==> config.mk <==
export PLATFORM = sky130hd
export DESIGN_NAME = lab7_io_responder
export DESIGN_NICKNAME = d
export VERILOG_FILES = /design/src/rtl/lab7_io_responder.sv
export SDC_FILE = /design/constraint.sdc
export NUM_CORES = 1
export LEC_CHECK = 0
export BUFFER_PORTS_ARGS = -buffer_cell sky130_fd_sc_hd__buf_2
export CAP_MARGIN = 25
export CORE_ASPECT_RATIO = 1.2
export CORE_MARGIN = 2
export CORE_UTILIZATION = 45
export CTS_CLUSTER_DIAMETER = 30
export DETAILED_ROUTE_END_ITERATION = 8
export PLACE_DENSITY = 0.73
export SLEW_MARGIN = 20
export SYNTH_ARGS = -nofsm -noshare
export SYNTH_HDL_FRONTEND = slang
export SYNTH_SLANG_ARGS = --single-unit
==> constraint.sdc <==
create_clock -name clk -period 4 [get_ports clk]
set_input_delay 0.8 -clock clk [delete_from_list [all_inputs] [get_ports clk]]
set_output_delay 0.8 -clock clk [all_outputs]
set_load 0.01 [all_outputs]
==> src/rtl/lab7_io_responder.sv <==
// Memory-mapped I/O responder: LED write register, synchronized switch read, sticky key-event status.
// Optional IO_KEY_COUNT_EN adds an 8-bit key-event counter returned in read_data[15:8] on KEY_ADDR reads.
module lab7_io_responder #(
  parameter logic [8:0] LED_ADDR = 9'h100,
  parameter logic [8:0] SW_ADDR  = 9'h140,
  parameter logic [8:0] KEY_ADDR = 9'h150
) (
  input  logic        clk,
  input  logic        reset,
  input  logic [1:0]  mem_cmd,
  input  logic [8:0]  mem_addr,
  input  logic [15:0] write_data,
  output logic [15:0] read_data,
  output logic        read_valid,
  input  logic [9:0]  SW,
  input  logic [3:1]  KEY,
  output logic [7:0]  LEDR
);

  typedef enum logic [1:0] {
    CMD_NONE  = 2'b00,
    CMD_READ  = 2'b01,
    CMD_WRITE = 2'b10,
    CMD_RSVD  = 2'b11
  } cmd_e;

  cmd_e        cmd;
  logic [9:0]  sw_meta, sw_sync;
  logic [2:0]  key_meta, key_sync, key_prev;
  logic [2:0]  key_fall;
  logic [2:0]  key_evt;
  logic [7:0]  cnt_field;
  logic        rd_sw, rd_key, wr_led;
  logic [15:0] next_read_data;
  logic        next_read_valid;
  logic        unused_wdata;

  assign cmd          = cmd_e'(mem_cmd);
  assign unused_wdata = ^write_data[15:8];

  assign rd_sw  = (cmd == CMD_READ)  && (mem_addr == SW_ADDR);
  assign rd_key = (cmd == CMD_READ)  && (mem_addr == KEY_ADDR);
  assign wr_led = (cmd == CMD_WRITE) && (mem_addr == LED_ADDR);

  // Synchronizers reset to the idle level so reset release cannot look like a press.
  always_ff @(posedge clk) begin
    if (reset) begin
      sw_meta  <= '0;
      sw_sync  <= '0;
      key_meta <= '1;
      key_sync <= '1;
      key_prev <= '1;
    end else begin
      sw_meta  <= SW;
      sw_sync  <= sw_meta;
      key_meta <= KEY;
      key_sync <= key_meta;
      key_prev <= key_sync;
    end
  end

  // Buttons are active-low: a press is a 1->0 transition of the synchronized level.
  assign key_fall = key_prev & ~key_sync;

  // A clearing read and a new edge in the same cycle: the edge is OR-ed in after the clear.
  always_ff @(posedge clk) begin
    if (reset) begin
      key_evt <= '0;
    end else begin
      key_evt <= (rd_key ? 3'b000 : key_evt) | key_fall;
    end
  end

`ifdef IO_KEY_COUNT_EN
  logic [7:0] key_cnt;

  always_ff @(posedge clk) begin
    if (reset) begin
      key_cnt <= '0;
    end else begin
      key_cnt <= key_cnt + 8'(key_fall[0]) + 8'(key_fall[1]) + 8'(key_fall[2]);
    end
  end

  assign cnt_field = key_cnt;
`else
  assign cnt_field = '0;
`endif

  always_comb begin
    next_read_data  = '0;
    next_read_valid = 1'b0;
    if (rd_sw) begin
      next_read_data  = {6'b000000, sw_sync};
      next_read_valid = 1'b1;
    end else if (rd_key) begin
      next_read_data  = {cnt_field, 5'b00000, key_evt};
      next_read_valid = 1'b1;
    end
  end

  always_ff @(posedge clk) begin
    if (reset) begin
      read_data  <= '0;
      read_valid <= 1'b0;
      LEDR       <= '0;
    end else begin
      read_data  <= next_read_data;
      read_valid <= next_read_valid;
      if (wr_led) begin
        LEDR <= write_data[7:0];
      end
    end
  end

endmodule

# Yosys cells after proc, flatten, opt, wreduce, memory -nomap -nowiden
# Index checks and enable logic that the tools add are counted.
[totals]
register_bits = 57
in_bits = 42
out_inout_bits = 25
word_cells = 27
[classes]
n_eq_ne = 5
n_mux = 5
n_bitwise = 3
reduce_logical = 4
[op_table]
columns = ["operator", "count"]
rows = [
  ["9-bit equality test (second input constant)", 3],
  ["10-bit two-way mux", 1],
  ["3-bit two-way mux", 2],
  ["3-bit bitwise AND", 1],
  ["1-bit logical AND", 3],
  ["3-bit NOT", 1],
  ["3-bit OR", 1],
  ["2-bit by 1-bit equality test with 1-bit output (second input constant)", 1],
  ["2-bit equality test (second input constant)", 1],
  ["1-bit two-way mux", 2],
  ["2-bit OR reduction", 1],
]

# Longest topological paths before layout
# Gate-level depths: netlist (run 1).
[logic_depth]
word_depth = 4
ltp_mapped = 5
depth_no_buf = 3

# Least setup slack after synthesis (run 1)
# Ideal clock, no wire load.
[synth_path]
path_kind = "in2reg"
from = "input port mem_addr[4]"
to = "register LEDR[0]"
setup_time_ns = 0.132
arrival_time_ns = 1.893
required_time_ns = 3.868
slack_ns = 1.974
cell_stages = 5
path_buffers = 2
cell_sequence = "buf_2 or4b_1 clkbuf_1 o31ai_1 a21oi_1"
[synth_between]
elab_chain_cells = 2
[synth_rtl]
columns = ["element", "line", "rtl"]
rows = [
  ["start, declared", "11", "input logic [8:0] mem_addr,"],
  ["9-bit equality test", "43", "assign wr_led = (cmd == CMD_WRITE) && (mem_addr == LED_ADDR);"],
  ["1-bit logical AND", "43", ""],
  ["end signal, assigned", "111", "LEDR <= write_data[7:0];"],
  ["end, declared", "17", "output logic [7:0] LEDR"],
]
# No other way between the ends.
# A chain may end at the register's enable or synchronous reset.

# Final worst setup path (run 1)
[layout_path]
from = "input port mem_addr[2]"
to = "register key_evt[2]"
[layout_between]
elab_chain_cells = 4
[layout_rtl]
columns = ["element", "line", "rtl"]
rows = [
  ["9-bit equality test", "42", "assign rd_key = (cmd == CMD_READ) && (mem_addr == KEY_ADDR);"],
  ["1-bit logical AND", "42", ""],
  ["3-bit two-way mux", "70", "key_evt <= (rd_key ? 3'b000 : key_evt) | key_fall;"],
  ["3-bit OR", "70", ""],
  ["end signal, assigned", "70", ""],
  ["end, declared", "31", "logic [2:0] key_evt;"],
]
# No other way between the ends.

==> results of run 1 <==
## layer usage
metal,global-route usage [%],vias to the layer above,wire length (um)
met2,26.0,53,1450
met1,12.5,532,1140
met4,8.64,0,84
met5,0,-,0
met3,4.87,10,239
li1,-,608,-
## worst reg2reg max path, stage by stage (launching register included)
cell,delay [ps]
dfxtp_1,310
nand2b_1,150
nor2b_1,140
a311oi_1,310
## worst min-delay path by stage
stage | from | to | slack, ps | cells past startpoint
2_1_floorplan | key_meta[0] | key_sync[0] | 390 | 1
3_3_place_gp | key_meta[0] | key_sync[0] | 390 | 1
3_5_place_dp | key_meta[2] | key_sync[2] | 400 | 1
4_1_cts | key_meta[2] | key_sync[2] | 420 | 1
5_1_grt | key_meta[1] | key_sync[1] | 430 | 1
6_report | key_meta[0] | key_sync[0] | 420 | 1
## stage by stage
stage                     hold WS (ps)  utilization, %  setup slack [ps]  total power, W  cell area (um2)
after floorplan                    389               -              1970        0.000571             1730
after global placement             392            54.2              1750        0.000585             1970
after detailed placement           396            54.2              1730        0.000588             1970
after CTS                          417            56.7              2050        0.000881             2060
after global routing               434            56.7              1990        0.000906             2060
final                              416            56.7              2050        0.000869             2060
## area by class of cell
class | instances | area share (%)
Sequential cell | 51 | 49.5
Inverter | 1 | 0.182
Timing Repair Buffer | 52 | 12.6
Tap cell | 52 | 3.16
Multi-Input combinational cell | 92 | 30.1
Clock inverter | 3 | 1.09
Clock buffer | 5 | 3.34
## sequential cells by signal (all words and copies together) (netlist names)
signal / cells
LEDR: 8
key_prev: 3
sw_sync: 10
read_valid: 1
read_data: 10
sw_meta: 10
key_meta: 3
key_sync: 3
key_evt: 3
## cells in the final DEF (no fill, tap or decap), types with 3 or more instances in the layout
cell type | Yosys | layout
a311oi_1 | 3 | 3
or2_2 | 9 | 9
nand4_1 | 8 | 8
a21oi_1 | 8 | 8
o31ai_1 | 8 | 8
clkbuf_8 | 0 | 5
buf_2 | 1 | 52
mux2i_1 | 3 | 3
dfxtp_1 | 51 | 51
conb_1 | 1 | 6
and2_1 | 7 | 7
nor2b_1 | 23 | 23
nand2b_1 | 3 | 3
nor2_1 | 4 | 4
## power groups by stage
stage               Sequential, W  Combinational, W  Clock (W)
global placement         0.000537         0.0000479          0
CTS                      0.000525         0.0000508   0.000304
global route             0.000527         0.0000558   0.000324
floorplan                0.000536         0.0000346          0
finish                   0.000525         0.0000503   0.000293
detailed placement       0.000537         0.0000503          0
## kinds of logic (layout without fill, tap and decap cells)
| family | Yosys count | in the layout | synth area share, % |
|---|---|---|---|
| buf+inv | 15 | 61 | 5.33 |
| simple gates | 64 | 64 | 25.7 |
| mux | 3 | 3 | 1.75 |
| compound gates | 19 | 19 | 7.38 |
| flops | 51 | 51 | 59.6 |
| other cells | 1 | 6 | 0.219 |
==> out/metrics.cfg, run 1 <==
[worst_setup_path]
crit_type=in2reg
path_depth=4
cp_cell_sequence=buf_2, or4b_4, nor3_1, a311oi_1
cp-end-kind=flip-flop
r2r_cells=3
rrSetupSlack_ps=2990
endpoint=key_evt[2]
path_buf_inv=1
cp_top_family=simple AND/OR/NAND/NOR gates
slowest_stage=or4b_4
cp-start-kind=primary input
critPathArrivalTime_ps=2110
required_ps=4160
critPathMaxFanout=11
rr_endpoint=key_evt[2]
rr_startpoint=key_sync[2]
cpPeakStageDelay_ps=630
startpoint=mem_addr[2]

[cells_and_area]
fillCellCount=330
drive_above_1_share_pct=36.3
area_growth_pct=20.3
post_layout_nonfiller_instances=256
finalNetCount=245
final-seq-area_um2=1020
antennaDiodeCount=0
multiInputGateArea_um2=619

[floorplanning]
die_w_um=60.3
rows=24
fp.dieH_um=71.6
coreArea_um2=3630
initial_core_util_pct=47.1
io_pins=67
die_area_um2=4320

[synthesis]
seq_area_frac_synth_pct=59.6
synthCells=153
yosysMostFrequentCell=dfxtp_1
ys.flop_type=dfxtp_1
synth.distinct_cells=25
ys_seq_elements=51
synthesis.area_um2=1710
yosysTopAreaCellShare_pct=59.6
synthTopCellsByCount=dfxtp_1 (51), nor2b_1 (23), or2_2 (9)
synth_largest_area_cell=dfxtp_1
synthTopCellsByArea=dfxtp_1 (60%), nor2b_1 (8.4%), o31ai_1 (3.5%)
yosys_warnings=0
synth_edf_count=0
avgSynthCellArea_um2=11.2
synthArstFlopShare_pct=0

[placement]
gp_congestion=0.817
port_buffers=52
dp_hpwl_mm=2.10
dp_cells=248

[sta]
final.min_clock_period_ps=1950
fmax_mhz=512
final.setup.tns_ps=0
hold_viol=0
slew_headroom_pct=45.1
fin_crit_sh_pct=48.8
skew_ps=4.58
worst_slew_pin_slew_ps=818
rsz0062_at_grt=false
finalSetupViolCount=0
slew_violations=0

[pwr]
internal-power_w=0.000673
p_per_area_nw_per_um2=422
clockPowerShare_pct=33.8
irDropWorstVdd_v=0.000239
swShare_pct=22.6
power.switching_w=0.000196
comb_power_share_pct=5.8
pwr-share-seq_pct=60.4
power.leakage_nw=0.890

[routing]
drt-total-wl_mm=2.91
dr.first_iter.drc_count=52
drc=0
wl_per_cell_um=11.4
antenna_left=0
num_vias=1203
first_pass_iters=4
viasPerCell=4.70

[cts]
ctsResizeCount=0
clock_sinks=51
cts-root-buf=clkbuf_8
cts_setup_buffers=0
cts_buffer_depth=2
postCtsHoldBufs=0
htree_num_levels=2
cts_tree=built
cts.clk_slew.worst_paths_ps=90
cts_buffers=5
worstSkewPairLatency_ps=300

[worst_hold_path]
hold_path_class=reg2reg

[global_route]
grt_max_degree=43
first_global_vias=1085
overflow=0
grt_usage_pct=14.1
antenna_found_initial=0
grt_pass1_wl_mm=4.42

[run_status]
outcome=complete, no violations

[flow_run]
cap_viol_max_count=0

(Power assumes the default switching activity.)
==> run 2, diff against run 1 <==
==> constraint.sdc (replaced) <==
create_clock -name clk -period 1.8 [get_ports clk]
set_input_delay 0.36 -clock clk [delete_from_list [all_inputs] [get_ports clk]]
set_output_delay 0.36 -clock clk [all_outputs]
set_load 0.01 [all_outputs]
==> out/metrics.cfg, run 2 (synthesis results as in run 1) <==
[run_status]
outcome=complete, no violations

[sta]
worst_slew_pin_slew_ps=710  ; -107 ps
holdWs_ps=241  ; -175 ps
slew_headroom_pct=52.5  ; +7.5 points
skew_ps=2.84  ; -1.74 ps
rsz0062_at_grt=false
fin_crit_sh_pct=80.8
hold_viol=0  ; unchanged
fmax_mhz=688
finalSetupViolCount=0  ; unchanged
final.setup.tns_ps=0  ; unchanged
final.min_clock_period_ps=1450
slew_violations=0  ; unchanged

[routing]
viasPerCell=4.73  ; +0.63%
dr.first_iter.drc_count=53  ; +1.9%
wl_per_cell_um=11.4  ; +0.60%
first_pass_iters=4  ; unchanged
num_vias=1239  ; +3.0%
drt-total-wl_mm=3.00  ; +3.0%
drc=0  ; unchanged
antenna_left=0  ; unchanged

[pwr]
p_per_area_nw_per_um2=911  ; +120%
internal-power_w=0.00150  ; +120%
power.switching_w=0.000418  ; +110%
comb_power_share_pct=6.3  ; +0.5 points
swShare_pct=21.8  ; -0.77 points
irDropWorstVdd_v=0.000582  ; +140%
pwr-share-seq_pct=60.9  ; +0.5 points
clockPowerShare_pct=32.8  ; -1.0 points
power.leakage_nw=0.916  ; +2.8%

[cts]
cts_setup_buffers=0  ; unchanged
cts-root-buf=clkbuf_8
htree_num_levels=2  ; unchanged
cts_tree=built
cts_buffer_depth=2  ; unchanged
cts_buffers=5  ; unchanged
cts.clk_slew.worst_paths_ps=80  ; about the same
ctsResizeCount=0  ; unchanged
clock_sinks=51  ; unchanged
worstSkewPairLatency_ps=300  ; about the same
postCtsHoldBufs=0  ; unchanged

[worst_setup_path]
critPathArrivalTime_ps=1690  ; -420 ps
crit_type=in2reg
cp-end-kind=flip-flop
required_ps=2040  ; -2120 ps
cp-start-kind=primary input
critPathMaxFanout=4  ; -7

[cells_and_area]
drive_above_1_share_pct=37.6  ; +1.3 points
antennaDiodeCount=0  ; unchanged
largestRegisters=read_data x10, sw_meta x10, sw_sync x10
fin_area_um2=2100  ; +2.1%
mostFrequentLayoutCells=buf_2 (52), dfxtp_1 (51), nor2b_1 (23)
area_growth_pct=22.9
finalNetCount=251  ; +2.4%
finish.utilization_pct=57.9  ; +1.2 points
post_layout_nonfiller_instances=262  ; +2.3%
layout_commonest_cell=buf_2

[global_route]
grt_pass1_wl_mm=4.64  ; +4.8%
first_global_vias=1125  ; +3.7%
overflow=0  ; unchanged
grt_usage_pct=14.6  ; +0.52 points
antenna_found_initial=0  ; unchanged
grt_max_degree=33  ; -23%

[floorplanning]
initial_core_util_pct=47.1  ; unchanged
coreArea_um2=3630  ; unchanged
rows=24  ; unchanged
die_w_um=60.3  ; unchanged
fp.dieH_um=71.6  ; unchanged
io_pins=67  ; unchanged
die_area_um2=4320  ; unchanged

[placement]
place_area_um2=2010  ; +2.3%
dp_cells=254  ; +2.4%
dp_hpwl_mm=2.29  ; +9.3%
port_buffers=52  ; unchanged
gp_congestion=0.789  ; -3.5%

[flow_run]
cap_viol_max_count=0  ; unchanged

[worst_hold_path]
hold_path_class=in2reg

## run 2: cell types whose count changed in the layout (fill, tap and decap cells not counted)
cell | before | now
inv_6 | 2 | 0
clkinv_2 | 1 | 0
clkbuf_1 | 0 | 1
clkinv_4 | 0 | 2
buf_4 | 0 | 6
## run 2: area by class of cell
type / count / area (um2)
clock buffers: 6 / 72.6
clock inverters: 2 / 17.5
fillers: 315 / 1530
inverters: 1 / 3.75
multi-input cells: 92 / 619
flip-flops and latches: 51 / 1020
well taps: 52 / 65.1
repair buffers: 58 / 305
## run 2: final timing paths
path | start | end | slack, ps | cells after the start
worst min-delay path | KEY[3] | key_meta[2] | 240 | 2
worst max register to register | key_sync[1] | key_evt[1] | 860 | 3
worst min register to register | key_meta[1] | key_sync[1] | 410 | 1
worst max-delay path | mem_addr[2] | read_data[2] | 350 | 4
## run 2: metal layers
| metal | up-vias | GRT usage, % | wire, um |
|---|---|---|---|
| met3 | 4 | 6.14 | 257 |
| li1 | 627 | - | - |
| met4 | 0 | 7.65 | 40 |
| met1 | 549 | 15.0 | 1120 |
| met2 | 59 | 24.8 | 1580 |
| met5 | - | 0 | 0 |
## run 2: power by group through the flow
| stage | Clock (W) | Sequential, W | Combinational, W |
|---|---|---|---|
| 5_1_grt | 0.000703 | 0.00117 | 0.000132 |
| 3_5_place_dp | 0 | 0.00119 | 0.000121 |
| 2_1_floorplan | 0 | 0.00119 | 0.0000770 |
| 3_3_place_gp | 0 | 0.00119 | 0.000114 |
| 6_report | 0.000628 | 0.00117 | 0.000121 |
| 4_1_cts | 0.000652 | 0.00117 | 0.000121 |
## run 2: critical path: stages
cell	delay, ps
buf_2	120
or4b_4	580
or4_4	520
nor2_1	120
## run 2: metrics by stage
stage	power, W	setup slack [ps]
finish	0.00192	346
global route	0.00201	231
CTS	0.00194	352
detailed placement	0.00132	35.5
global placement	0.00131	65.3
floorplan	0.00127	214
